$ cat src/rtl/dcf77_if.sv
// dcf77_if: bundles the decoder's tick/input pair and its decoded-bit outputs.
//   master : the decoder (takes clk_en/dcf_in, drives the result signals)
//   slave  : whoever supplies the tick and the receiver signal and consumes results
// Signals:
//   clk_en        10 ms tick, one clk wide
//   dcf_in        raw receiver output, asynchronous, 1 = carrier reduced
//   bit_valid     one-clk strobe, new data bit
//   bit_value     decoded bit, held until next bit_valid
//   bit_index     second index 0..58 of that bit
//   minute_start  one-clk strobe at the minute-marker rising edge
//   synced        level, marker seen and no error since
//   err           one-clk strobe on any timing violation
interface dcf77_if;
   logic       clk_en;
   logic       dcf_in;
   logic       bit_valid;
   logic       bit_value;
   logic [5:0] bit_index;
   logic       minute_start;
   logic       synced;
   logic       err;

   modport master (
      input  clk_en, dcf_in,
      output bit_valid, bit_value, bit_index, minute_start, synced, err
   );

   modport slave (
      output clk_en, dcf_in,
      input  bit_valid, bit_value, bit_index, minute_start, synced, err
   );
endinterface

$ cat src/rtl/dcf77_pulse_decoder.sv
// dcf77_pulse_decoder: classifies DCF77 carrier-reduction pulses into data bits,
// finds the minute marker (missing second 59), tracks the second index and
// strobes err on any timing violation. All state advances only on clk_en ticks.
// Ports:
//   clk  system clock
//   rst  synchronous, active-high reset
//   bus  dcf77_if.master (clk_en, dcf_in in; bit_valid, bit_value, bit_index,
//        minute_start, synced, err out)
// Build option:
//   DCF77_GLITCH_FILTER_EN  when defined, the tick-sampled level is a 3-sample
//                           majority vote (rejects single-tick glitches, adds
//                           2 ticks of latency to both edges).
module dcf77_pulse_decoder (
   input  logic     clk,
   input  logic     rst,
   dcf77_if.master  bus
);

   // S_NOREF: no reference rising edge yet; S_HUNT: reference held, not synced;
   // S_SYNC: minute marker seen and no error since.
   typedef enum logic [1:0] {S_NOREF, S_HUNT, S_SYNC} state_t;

   state_t     state_q, state_d;
   logic       sync1_q, sync2_q;
   logic       lvl_q;            // L at the previous tick
   logic       lvl_now;          // L at the current tick
   logic [4:0] width_q;
   logic [7:0] period_q;
   logic [5:0] sec_q, sec_d;
   logic [4:0] w_eval;
   logic [7:0] p_eval;
   logic       rise, fall, timeout;
   logic       w_zero, w_one, p_marker, p_second;
   logic       err_d, mark_d, bit_d;

   // two-flop synchronizer, free running on clk
   always_ff @(posedge clk) begin
      if (rst) begin
         sync1_q <= 1'b0;
         sync2_q <= 1'b0;
      end else begin
         sync1_q <= bus.dcf_in;
         sync2_q <= sync1_q;
      end
   end

`ifdef DCF77_GLITCH_FILTER_EN
   logic [2:0] shift_q;

   always_ff @(posedge clk) begin
      if (rst)
         shift_q <= 3'b000;
      else if (bus.clk_en)
         shift_q <= {shift_q[1:0], sync2_q};
   end

   // vote over the registered history, so the level lags the input by 2 ticks
   assign lvl_now = (shift_q[0] & shift_q[1]) | (shift_q[0] & shift_q[2]) |
                    (shift_q[1] & shift_q[2]);
`else
   assign lvl_now = sync2_q;
`endif

   assign rise = bus.clk_en &  lvl_now & ~lvl_q;
   assign fall = bus.clk_en & ~lvl_now &  lvl_q;

   // W and P include the edge tick itself, i.e. they are ticks since the rising edge
   assign w_eval = (width_q  == 5'd31)  ? 5'd31  : width_q  + 5'd1;
   assign p_eval = (period_q == 8'd255) ? 8'd255 : period_q + 8'd1;

   assign w_zero   = (w_eval >= 5'd5)   && (w_eval <= 5'd14);
   assign w_one    = (w_eval >= 5'd15)  && (w_eval <= 5'd25);
   assign p_marker = (p_eval >= 8'd195) && (p_eval <= 8'd205);
   assign p_second = (p_eval >= 8'd95)  && (p_eval <= 8'd105);

   // fires once, on the tick where the period counter steps onto 255
   assign timeout = bus.clk_en & ~rise & (period_q == 8'd254);

   always_ff @(posedge clk) begin
      if (rst)
         state_q <= S_NOREF;
      else if (bus.clk_en)
         state_q <= state_d;
   end

   always_comb begin
      state_d = state_q;
      sec_d   = sec_q;
      err_d   = 1'b0;
      mark_d  = 1'b0;
      bit_d   = 1'b0;

      if (rise) begin
         if (state_q == S_NOREF) begin
            state_d = S_HUNT;
         end else if (p_marker) begin
            sec_d   = 6'd0;
            state_d = S_SYNC;
            mark_d  = 1'b1;
         end else if (p_second && (sec_q != 6'd58)) begin
            sec_d = sec_q + 6'd1;
         end else begin
            // this edge stays as the reference for the next period
            err_d   = 1'b1;
            sec_d   = 6'd0;
            state_d = S_HUNT;
         end
      end else if (fall) begin
         if (w_zero || w_one) begin
            bit_d = (state_q == S_SYNC);
         end else begin
            err_d   = 1'b1;
            sec_d   = 6'd0;
            state_d = S_NOREF;
         end
      end

      if (timeout) begin
         err_d   = 1'b1;
         bit_d   = 1'b0;
         sec_d   = 6'd0;
         state_d = S_NOREF;
      end
   end

   always_ff @(posedge clk) begin
      if (rst) begin
         lvl_q            <= 1'b0;
         width_q          <= 5'd0;
         period_q         <= 8'd0;
         sec_q            <= 6'd0;
         bus.bit_valid    <= 1'b0;
         bus.bit_value    <= 1'b0;
         bus.bit_index    <= 6'd0;
         bus.minute_start <= 1'b0;
         bus.err          <= 1'b0;
      end else begin
         bus.bit_valid    <= 1'b0;
         bus.minute_start <= 1'b0;
         bus.err          <= 1'b0;
         if (bus.clk_en) begin
            lvl_q <= lvl_now;
            sec_q <= sec_d;

            if (rise)
               width_q <= 5'd0;
            else if (lvl_now && (width_q != 5'd31))
               width_q <= width_q + 5'd1;

            if (rise)
               period_q <= 8'd0;
            else if (period_q != 8'd255)
               period_q <= period_q + 8'd1;

            bus.bit_valid    <= bit_d;
            bus.minute_start <= mark_d;
            bus.err          <= err_d;
            if (bit_d) begin
               bus.bit_value <= w_one;
               bus.bit_index <= sec_q;
            end
         end
      end
   end

   assign bus.synced = (state_q == S_SYNC);

endmodule

$ cat src/flat_wrapper.sv
// flat-port wrapper written by rule: the top's interface ports become plain ports
module dcf77_pulse_decoder_flat 
  (clk, rst, bus_clk_en, bus_dcf_in, bus_bit_valid, bus_bit_value, bus_bit_index, bus_minute_start, bus_synced, bus_err);
  dcf77_if bus_i ();
  input  logic clk;
  input  logic rst;
  input wire logic [$bits(bus_i.clk_en)-1:0] bus_clk_en;
  input wire logic [$bits(bus_i.dcf_in)-1:0] bus_dcf_in;
  output wire logic [$bits(bus_i.bit_valid)-1:0] bus_bit_valid;
  output wire logic [$bits(bus_i.bit_value)-1:0] bus_bit_value;
  output wire logic [$bits(bus_i.bit_index)-1:0] bus_bit_index;
  output wire logic [$bits(bus_i.minute_start)-1:0] bus_minute_start;
  output wire logic [$bits(bus_i.synced)-1:0] bus_synced;
  output wire logic [$bits(bus_i.err)-1:0] bus_err;
  assign bus_i.clk_en = bus_clk_en;
  assign bus_i.dcf_in = bus_dcf_in;
  assign bus_bit_valid = bus_i.bit_valid;
  assign bus_bit_value = bus_i.bit_value;
  assign bus_bit_index = bus_i.bit_index;
  assign bus_minute_start = bus_i.minute_start;
  assign bus_synced = bus_i.synced;
  assign bus_err = bus_i.err;
  dcf77_pulse_decoder u_core (.clk(clk), .rst(rst), .bus(bus_i));
endmodule
$ cat config.mk
export PLATFORM = sky130hd
export DESIGN_NAME = dcf77_pulse_decoder_flat
export DESIGN_NICKNAME = d
export VERILOG_FILES = /design/src/rtl/dcf77_if.sv /design/src/rtl/dcf77_pulse_decoder.sv /design/src/flat_wrapper.sv
export SDC_FILE = /design/constraint.sdc
export NUM_CORES = 1
export LEC_CHECK = 0
export ABC_AREA = 1
export CAP_MARGIN = 25
export CORE_ASPECT_RATIO = 0.75
export CORE_MARGIN = 5
export CORE_UTILIZATION = 50
export DETAILED_ROUTE_END_ITERATION = 12
export GPL_TIMING_DRIVEN = 0
export PLACE_DENSITY = 0.68
export SYNTH_ARGS = -nofsm -noshare
export SYNTH_HDL_FRONTEND = slang
export SYNTH_SLANG_ARGS = --single-unit
$ cat constraint.sdc
create_clock -name clk -period 4 [get_ports clk]
set_input_delay 1.2 -clock clk [delete_from_list [all_inputs] [get_ports clk]]
set_output_delay 1.2 -clock clk [all_outputs]
set_load 0.01 [all_outputs]
==> results of run 1 <==
## sequential cells by signal, indices dropped and copies added, names as in the netlist
name,count
u_core.bus.bit_index,6
u_core.lvl_q,1
u_core.sync1_q,1
u_core.width_q,5
u_core.bus.minute_start,1
u_core.state_q,2
u_core.bus.bit_value,1
u_core.lvl_now,1
u_core.sec_q,6
u_core.bus.bit_valid,1
u_core.period_q,8
u_core.bus.err,1
## power breakdown
| part | internal [mW] | total, mW | switching, mW |
|---|---|---|---|
| registers | 0.343 | 0.348 | 0.00549 |
| logic | 0.0135 | 0.0387 | 0.0252 |
| clock network | 0.250 | 0.381 | 0.132 |
## routing by layer
metal / share of wire / routed length (um)
met1: 0.52 / 2270
met2: 0.42 / 1860
met3: 0.055 / 242
met4: 0.0066 / 29
met5: 0 / 0
## Yosys cell counts
cell and number:
nand3_1 36, inv_2 1, o21ai_0 6, a21oi_1 23, xnor2_1 2, o211ai_1 1
clkbuf_1 1, xor2_1 2, ha_1 10, o21ai_1 2, nor2_2 1, nand2_2 3
nand4_1 5, buf_6 2, nand2_1 79, a21oi_2 2, inv_1 44, nor3_1 4
nand4_2 1, nor2_1 43, nor2_4 3, dfxtp_1 34, nand3_2 2, a31oi_1 1
## logic make-up after synthesis
group	count (synthesis)	synth area share
AND/OR/NAND/NOR	177	0.390
flip-flops	34	0.340
XOR/XNOR	4	0.0175
AO/OA/AOI/OAI	35	0.0931
buffers and inverters	48	0.0974
adder cells (fa/ha/maj)	10	0.0625
## per-stage QoR
step	setup WS [ns]	util
3_5_place_dp	0.790	0.585
3_3_place_gp	0.797	0.585
5_1_grt	0.915	0.622
6_report	1.08	0.622
4_1_cts	1.08	0.622
2_1_floorplan	1.71	-
## worst reg2reg max path, delay by kind of cell, from the launching register on
family | cells | cell delay, ns
AOI/OAI and AO/OA | 1 | 0.14
adders and majority gates | 2 | 0.48
buffers and inverters | 2 | 0.15
DFF | 1 | 0.45
and+or+nand+nor | 10 | 1.27
## final cells by class
type / count / area (um2)
well taps: 52 / 65.1
plain buffers: 3 / 26.3
repair buffers: 13 / 130
flip-flops and latches: 34 / 681
clock buffers: 5 / 68.8
inverters: 45 / 169
multi-input cells: 226 / 1130
fillers: 384 / 1420
clock inverters: 3 / 68.8
## cell usage in the layout (no fill, tap or decap), drive strengths merged
master / n
nor2: 47
buf: 2
nand3: 38
o211ai: 1
nor3: 4
nand2: 82
clkbuf: 6
ha: 10
xor2: 2
o21ai: 8
inv: 45
xnor2: 2
dfxtp: 34
a31oi: 1
clkinv: 1
nand4: 6
a21oi: 25
bufinv: 2
clkdlybuf4s50: 13
## path summary, 6_finish.rpt
path	start	to	slack, ns	cells past startpoint
hold reg to reg	u_core.sync1_q$_SDFF_PP0_	u_core.lvl_now$_SDFF_PP0_	0.41	2
setup / recovery	bus_clk_en	u_core.bus.bit_value$_SDFFE_PP0P_	1.08	10
hold / removal	u_core.sync1_q$_SDFF_PP0_	u_core.lvl_now$_SDFF_PP0_	0.41	2
setup reg to reg	u_core.width_q[0]$_SDFFE_PP0P_	u_core.sec_q[4]$_SDFFE_PP0P_	1.43	15
==> impl_metrics.tcl, run 1 <==
set metrics [dict create \
    ant_nets 0 \
    rsz0062_at_grt "false" \
    cp_common_cell "nand3_1" \
    gp_congestion 0.863 \
    post_drt_wl_per_cell_um 11.5 \
    slowest_delay_ns 0.60 \
    critPathTopFamily "buffers and inverters" \
    clock_latency_ns 0.29 \
    setup_viol 0 \
    synth_top_area_cell "dfxtp_1" \
    ir_worst_vdd_mv 0.240 \
    cts.sink_count 34 \
    nets 342 \
    fp.dieW_um 83.1 \
    htree_num_levels 2 \
    synthCells 308 \
    fin_setup_tns_ns 0 \
    drc 0 \
    cts_root_buf "clkbuf_8" \
    timing.hold.ws_ns 0.414 \
    syn-cell-area_um2 2000 \
    status "finished, final reports clean" \
    numCtsBuffers 5 \
    antenna_found_initial 0 \
    post_cts_buffers 0 \
    dr.pass1.iters 4 \
    grt_first_pass_wirelength_um 7940 \
    cp_slowest_cell "clkdlybuf4s50_1" \
    grt.overflow.total 0 \
    endpoint_kind "register" \
    yosysWarnings 0 \
    cp_cell_sequence "clkdlybuf4s50_1, nand2_1, nor2_4, inv_1, nand3_1, nand3_1, inv_2, nand2_2, a21oi_1, nor2_1" \
    syn2layout_area_growth_pct 16.6 \
    post-route-min-period_ns 2.92 \
    relSlewSlack 0.651 \
    core_um2 3760 \
    place_hpwl_um 3350 \
    holdBufCountCts 0 \
    leakage_nw 0.986 \
    clkTransAtPathRegs_ns 0.07 \
    layout-drive-gt1-share 0.0699 \
    ys_top_cells_by_area "dfxtp_1, nand2_1, nand3_1" \
    clock_skew_ns 0.00461 \
    vias 1923 \
    total_power_mw 0.768 \
    wirelength_um 4400 \
    synth_area_per_cell_um2 6.50 \
    top_usage_layer "met2" \
    cts_resized 0 \
    grt.met2_usage 0.275 \
    cts_max_path_buffers 2 \
    dp_cells 373 \
    grtUsageMet1 0.253 \
    p_per_area_nw_per_um2 329 \
    cts_tree "built" \
    final_hold_viol_count 0 \
    path_max_fanout 8 \
    place_area_um2 2200 \
    fin_crit_sh 0.731 \
    use_met3 0.0494 \
    worst_setup_path_start_kind "input pin" \
    maxCapViolCount 0 \
    yosysSeqAreaShare 0.340 \
    crit_type "input pin to register" \
    n_antenna_cell 0 \
    io_pins 15 \
    viasPerCell 5.05 \
    start_util 0.533 \
    synth.distinct_cells 24 \
    grt_max_degree 13 \
    finalNonFillerCells 381 \
    hold_path_class "register to register" \
    synth_top_area_frac 0.340 \
    cp.buffers_inverters 3 \
    worst_pin_slew_ns 0.521 \
    fmax_mhz 342 \
    fp.dieH_um 64.8 \
    syn-num-nets 322 \
    grt_use_total 0.178 \
    drtIter0Drc 91 \
    ys_ff_latch 34 \
    row_count 19 \
    critPathRequiredTime_ns 4.19 \
    design_area_um2 2340 \
    dieArea_um2 5390 \
    grt_pass1_vias 1737 \
    io_buffers 13 \
    finalMaxSlewViolations 0 \
    critical_path_arrival_ns 3.11 \
]
Power figures use the tool's default switching activity.
==> run 2, diff against run 1 <==
--- a/config.mk
+++ b/config.mk
@@ -12,7 +12,7 @@
 export CORE_UTILIZATION = 50
 export DETAILED_ROUTE_END_ITERATION = 12
 export GPL_TIMING_DRIVEN = 0
-export PLACE_DENSITY = 0.68
+export PLACE_DENSITY = 0.71
 export SYNTH_ARGS = -nofsm -noshare
 export SYNTH_HDL_FRONTEND = slang
 export SYNTH_SLANG_ARGS = --single-unit
==> constraint.sdc (replaced) <==
create_clock -name clk -period 2.5 [get_ports clk]
set_input_delay 0.75 -clock clk [delete_from_list [all_inputs] [get_ports clk]]
set_output_delay 0.75 -clock clk [all_outputs]
set_load 0.01 [all_outputs]
==> run 2 against run 1 <==
Hold slack improved by 0.0012 ns. Routed wire length increased by 3.7%. Critical path depth increased by 4. Highest routed layer unchanged. Utilization increased by 1.0 points. First-iteration DRC count increased by 31%. Worst setup slack got worse by 0.81 ns. Cell area increased by 1.6%. Clock-buffer cell count unchanged.
==> impl_metrics.tcl, run 2 (same netlist as run 1, synthesis figures left out) <==
set metrics [dict create \
    hold_path_class "register to register" \
    grt_use_total 0.178 \
    grt.met2_usage 0.270 \
    clkTransAtPathRegs_ns 0.08 \
    ant_nets 0 \
    grt_pass1_vias 1749 \
    setup_viol 0 \
    nets 342 \
    post_drt_wl_per_cell_um 12.0 \
    critPathRequiredTime_ns 2.72 \
    worst_setup_path_start_kind "register" \
    status "finished, final reports clean" \
    fp.dieH_um 64.8 \
    fmax_mhz 447 \
    reg_top3 "u_core.period_q: 8 flops, u_core.bus.bit_index: 6 flops, u_core.sec_q: 6 flops" \
    grt_max_degree 13 \
    io_buffers 13 \
    finalNonFillerCells 381 \
    cts.sink_count 34 \
    grtUsageMet1 0.250 \
    largest-register "u_core.period_q" \
    syn2layout_area_growth_pct 18.5 \
    critPathTopFamily "simple AND/OR/NAND/NOR gates" \
    layout-drive-gt1-share 0.0942 \
    clock_skew_ns 0.00711 \
    final_hold_viol_count 0 \
    use_met3 0.0557 \
    drc 0 \
    fin_crit_sh 0.895 \
    p_per_area_nw_per_um2 519 \
    cts_root_buf "clkbuf_8" \
    grt_first_pass_wirelength_um 7850 \
    endpoint_kind "register" \
    path_max_fanout 8 \
    top_usage_layer "met2" \
    cp.buffers_inverters 2 \
    leakage_nw 1.00 \
    core_um2 3760 \
    antenna_found_initial 0 \
    maxCapViolCount 0 \
    vias 1928 \
    row_count 19 \
    start_util 0.533 \
    n_antenna_cell 0 \
    holdBufCountCts 0 \
    total_power_mw 1.23 \
    dieArea_um2 5390 \
    clock_latency_ns 0.29 \
    post-route-min-period_ns 2.24 \
    numCtsBuffers 5 \
    viasPerCell 5.06 \
    critical_path_arrival_ns 2.45 \
    slowest_delay_ns 0.39 \
    post_cts_buffers 0 \
    cts_tree "built" \
    final_common_cell "nand2_1" \
    worst_pin_slew_ns 0.551 \
    crit_type "register to register" \
    ir_worst_vdd_mv 0.390 \
    fp.dieW_um 83.1 \
    final_cell_mix "nand2_1, inv_1, nor2_1, nand3_1, dfxtp_1" \
    largest_reg_flops 8 \
    grt.overflow.total 0 \
    finalMaxSlewViolations 0 \
    cts_max_path_buffers 2 \
    cp_common_cell "nand2_1" \
    dr.pass1.iters 4 \
    gp_congestion 0.883 \
    drtIter0Drc 119 \
    htree_num_levels 2 \
    cp_slowest_cell "dfxtp_2" \
    place_hpwl_um 3380 \
    io_pins 15 \
    cp_cell_sequence "ha_1, inv_1, nor3_2, ha_2, inv_1, nand2_1, nor2_1, o21ai_0, nand3_1, nand2_1, nand2_2, nand2_2, nand2_1, a21oi_1" \
    wirelength_um 4560 \
    dp_cells 373 \
    relSlewSlack 0.631 \
]
-- run 2: cell count changes in the layout (fill, tap and decap cells not counted), sizes merged --
cell           change
dlymetal6s2s       +1
clkdlybuf4s50      -1
-- run 2: worst paths after layout --
kind / start / endpoint / slack (ns) / depth (start not counted)
worst max-delay path: u_core.width_q[0]$_SDFFE_PP0P_ / u_core.bus.bit_index[0]$_SDFFE_PP0P_ / 0.26 / 14
worst min-delay path: u_core.sync1_q$_SDFF_PP0_ / u_core.lvl_now$_SDFF_PP0_ / 0.42 / 2
worst max register to register: u_core.width_q[0]$_SDFFE_PP0P_ / u_core.bus.bit_index[0]$_SDFFE_PP0P_ / 0.26 / 14
worst min register to register: u_core.sync1_q$_SDFF_PP0_ / u_core.lvl_now$_SDFF_PP0_ / 0.42 / 2
-- run 2: metal layers --
layer,wire (um),vias to the layer above
li1,-,1020
met1,2380,869
met2,1950,34
met3,201,5
met4,34,0
met5,0,-
-- run 2: area by class of cell --
class	count	area [um2]
fill	357	1380
multi-input combinational	226	1160
sequential	34	683
inverter	45	169
timing repair buffer	13	133
clock buffer	5	68.8
clock inverter	3	68.8
tap	52	65.1
buffer	3	26.3
-- run 2: tightest hold or removal path, stage by stage, from the launching register on --
cell     delay, ns
dfxtp_1       0.30
inv_1         0.04
nor2_1        0.03
-- run 2: metrics by stage --
stage / utilization / setup slack [ns] / hold WS (ns) / setup TNS (ns) / area (um2)
3_3_place_gp: 0.585 / -0.222 / 0.406 / -3.16 / 2200
6_report: 0.632 / 0.263 / 0.415 / 0 / 2370
5_1_grt: 0.632 / -0.00286 / 0.449 / -0.00286 / 2370
4_1_cts: 0.623 / -0.0198 / 0.418 / -0.0198 / 2340
2_1_floorplan: - / 0.452 / 0.388 / 0 / 2000
3_5_place_dp: 0.585 / -0.235 / 0.405 / -3.26 / 2200
-- run 2: timing repair --
item | 4_1_cts | 5_1_grt
setup endpoints to repair | 2 | 22
gates resized for setup | 1 | 9
gates cloned | 0 | 0
-- run 2: report_power, final --
part           switching [mW]  internal (mW)  leakage [nW]
clock network           0.213          0.400        0.0683
registers             0.00900          0.548         0.276
logic                  0.0411         0.0218         0.656
==> run 3, diff against run 2 <==
--- a/config.mk
+++ b/config.mk
@@ -9,10 +9,10 @@
 export CAP_MARGIN = 25
 export CORE_ASPECT_RATIO = 0.75
 export CORE_MARGIN = 5
-export CORE_UTILIZATION = 50
+export CORE_UTILIZATION = 49
 export DETAILED_ROUTE_END_ITERATION = 12
 export GPL_TIMING_DRIVEN = 0
-export PLACE_DENSITY = 0.71
+export PLACE_DENSITY = 0.67
 export SYNTH_ARGS = -nofsm -noshare
 export SYNTH_HDL_FRONTEND = slang
 export SYNTH_SLANG_ARGS = --single-unit
==> constraint.sdc (replaced) <==
create_clock -name clk -period 2.6 [get_ports clk]
set_input_delay 0.78 -clock clk [delete_from_list [all_inputs] [get_ports clk]]
set_output_delay 0.78 -clock clk [all_outputs]
set_load 0.01 [all_outputs]
==> run 3 against run 2 <==
Routed wire length fell by 3.2%. Final cell count up 0.79%. Register-to-register slack about the same. Global-route usage down 0.97 points. Sequential cell count unchanged. Critical path type is now input pin to register. Largest cell class unchanged. Largest power group unchanged.
==> impl_metrics.tcl, run 3 (same netlist as run 1, synthesis figures left out) <==
set metrics [dict create \
    p_per_area_nw_per_um2 498 \
    critical_path_arrival_ns 2.58 \
    worst_pin_slew_ns 0.541 \
    endpoint_kind "register" \
    gp_congestion 0.883 \
    io_buffers 13 \
    worstSetupStartpoint "bus_clk_en" \
    layout-drive-gt1-share 0.0851 \
    n_antenna_cell 0 \
    holdBufCountCts 0 \
    ant_nets 0 \
    antenna_found_initial 0 \
    holdCritStartpoint "u_core.sync1_q$_SDFF_PP0_" \
    finish.utilization 0.590 \
    hold_path_class "register to register" \
    ff2ff_path_depth 15 \
    fp.dieH_um 65.4 \
    rr_endpoint "u_core.sec_q[3]$_SDFFE_PP0P_" \
    fp.dieW_um 83.8 \
    grt_max_degree 13 \
    grt_pass1_vias 1656 \
    place_hpwl_um 3340 \
    nets 342 \
    rsz0062_at_grt "false" \
    post-route-min-period_ns 2.40 \
    viasPerCell 4.97 \
    row_count 20 \
    clkTransAtPathRegs_ns 0.07 \
    clock_latency_ns 0.28 \
    dieArea_um2 5480 \
    final_cell_mix "nand2_1, inv_1, nor2_1, nand3_1, dfxtp_1" \
    pre_cts_ws_ns -0.190 \
    syn2layout_area_growth_pct 18.0 \
    fin_crit_sh 0.922 \
    layout_setup_ws_ns 0.202 \
    numCtsBuffers 5 \
    dr.pass1.iters 4 \
    relSlewSlack 0.638 \
    largest-register "u_core.period_q" \
    fillCellCount 397 \
    drtIter0Drc 128 \
    maxCapViolCount 0 \
    holdPathEnd "u_core.lvl_now$_SDFF_PP0_" \
    cts_tree "built" \
    final_common_cell "nand2_1" \
    clock_skew_ns 0.00601 \
    final_hold_viol_count 0 \
    ir_worst_vdd_mv 0.284 \
    cts.sink_count 34 \
    post_drt_wl_per_cell_um 11.5 \
    worst_setup_path_start_kind "input pin" \
    reg2reg_slack_ns 0.27 \
    cts_max_path_buffers 2 \
    cts_root_buf "clkbuf_8" \
    critPathRequiredTime_ns 2.79 \
    crit_type "input pin to register" \
    grt_first_pass_wirelength_um 7490 \
    start_util 0.500 \
    fin_setup_tns_ns 0 \
    grt_use_total 0.168 \
    setup_viol 0 \
    fmax_mhz 417 \
    reg_top3 "u_core.period_q: 8 flops, u_core.bus.bit_index: 6 flops, u_core.sec_q: 6 flops" \
    finalMaxSlewViolations 0 \
    leakage_nw 1.01 \
    path_max_fanout 8 \
    vias 1908 \
    wirelength_um 4410 \
    drc 0 \
    reg2reg_from "u_core.width_q[1]$_SDFFE_PP0P_" \
    largest_reg_flops 8 \
    status "finished, final reports clean" \
    htree_num_levels 2 \
    grt.overflow.total 0 \
    io_pins 15 \
    core_um2 4000 \
    whs_path_depth 2 \
]
==> run 3: cell count changes in the layout (fill, tap and decap cells not counted), sizes merged <==
cell / previous run / this run
clkdlybuf4s50: 12 / 13
dlymetal6s2s: 1 / 0
==> run 3: final cells by class <==
cell class                 instances  area, um2  area share
multi-input combinational        226       1150       0.486
sequential                        34        682       0.289
inverter                          45        169      0.0715
timing repair buffer              13        130      0.0551
clock buffer                       5       68.8      0.0291
clock inverter                     3       68.8      0.0291
tap                               55       68.8      0.0291
buffer                             3       26.3      0.0111
==> run 3: repair_timing <==
action	CTS	global route
buffers inserted	0	0
gates resized for setup	0	7
endpoints found under the setup margin	0	15
==> run 3: worst max-delay path: stages <==
cell and delay [ns]:
clkdlybuf4s50_1 0.59, nand2_1 0.16, nor2_4 0.20, inv_1 0.13, nand3_2 0.13, nand3_1 0.13, inv_2 0.17, nand2_4 0.10
a21oi_1 0.14, nor2_1 0.04
==> run 3: worst max-delay path by stage <==
| stage | end | cells after the start |
|---|---|---|
| 2_1_floorplan | u_core.sec_q[5]$_SDFFE_PP0P_ | 16 |
| 3_3_place_gp | u_core.bus.bit_value$_SDFFE_PP0P_ | 10 |
| 3_5_place_dp | u_core.bus.bit_value$_SDFFE_PP0P_ | 10 |
| 4_1_cts | u_core.sec_q[2]$_SDFFE_PP0P_ | 15 |
| 5_1_grt | u_core.bus.bit_value$_SDFFE_PP0P_ | 10 |
| 6_report | u_core.bus.bit_value$_SDFFE_PP0P_ | 10 |
==> run 3: per-stage QoR <==
stage / hold WS [ns] / area (um2) / power (mW) / instances
6_report: 0.413 / 2360 / 1.18 / 384
5_1_grt: 0.436 / 2360 / 1.23 / 384
4_1_cts: 0.417 / 2340 / 1.19 / 384
3_5_place_dp: 0.405 / 2200 / 0.607 / 376
3_3_place_gp: 0.408 / 2200 / 0.607 / 376
2_1_floorplan: 0.388 / 2000 / 0.588 / 308
==> run 3: report_power, final <==
part	leakage, nW	switching, mW	internal (mW)
Sequential	0.275	0.00860	0.527
Combinational	0.665	0.0391	0.0209
Clock	0.0683	0.197	0.384
Total	1.01	0.245	0.932
==> run 3: layer usage <==
| metal | track usage | part of all wire | routed length [um] | vias up |
|---|---|---|---|---|
| li1 | - | - | - | 1024 |
| met1 | 0.239 | 0.53 | 2330 | 850 |
| met2 | 0.246 | 0.42 | 1840 | 32 |
| met4 | 0.0402 | 0.0048 | 21 | 0 |
| met5 | 0 | 0 | 0 | - |
| met3 | 0.0539 | 0.050 | 219 | 2 |
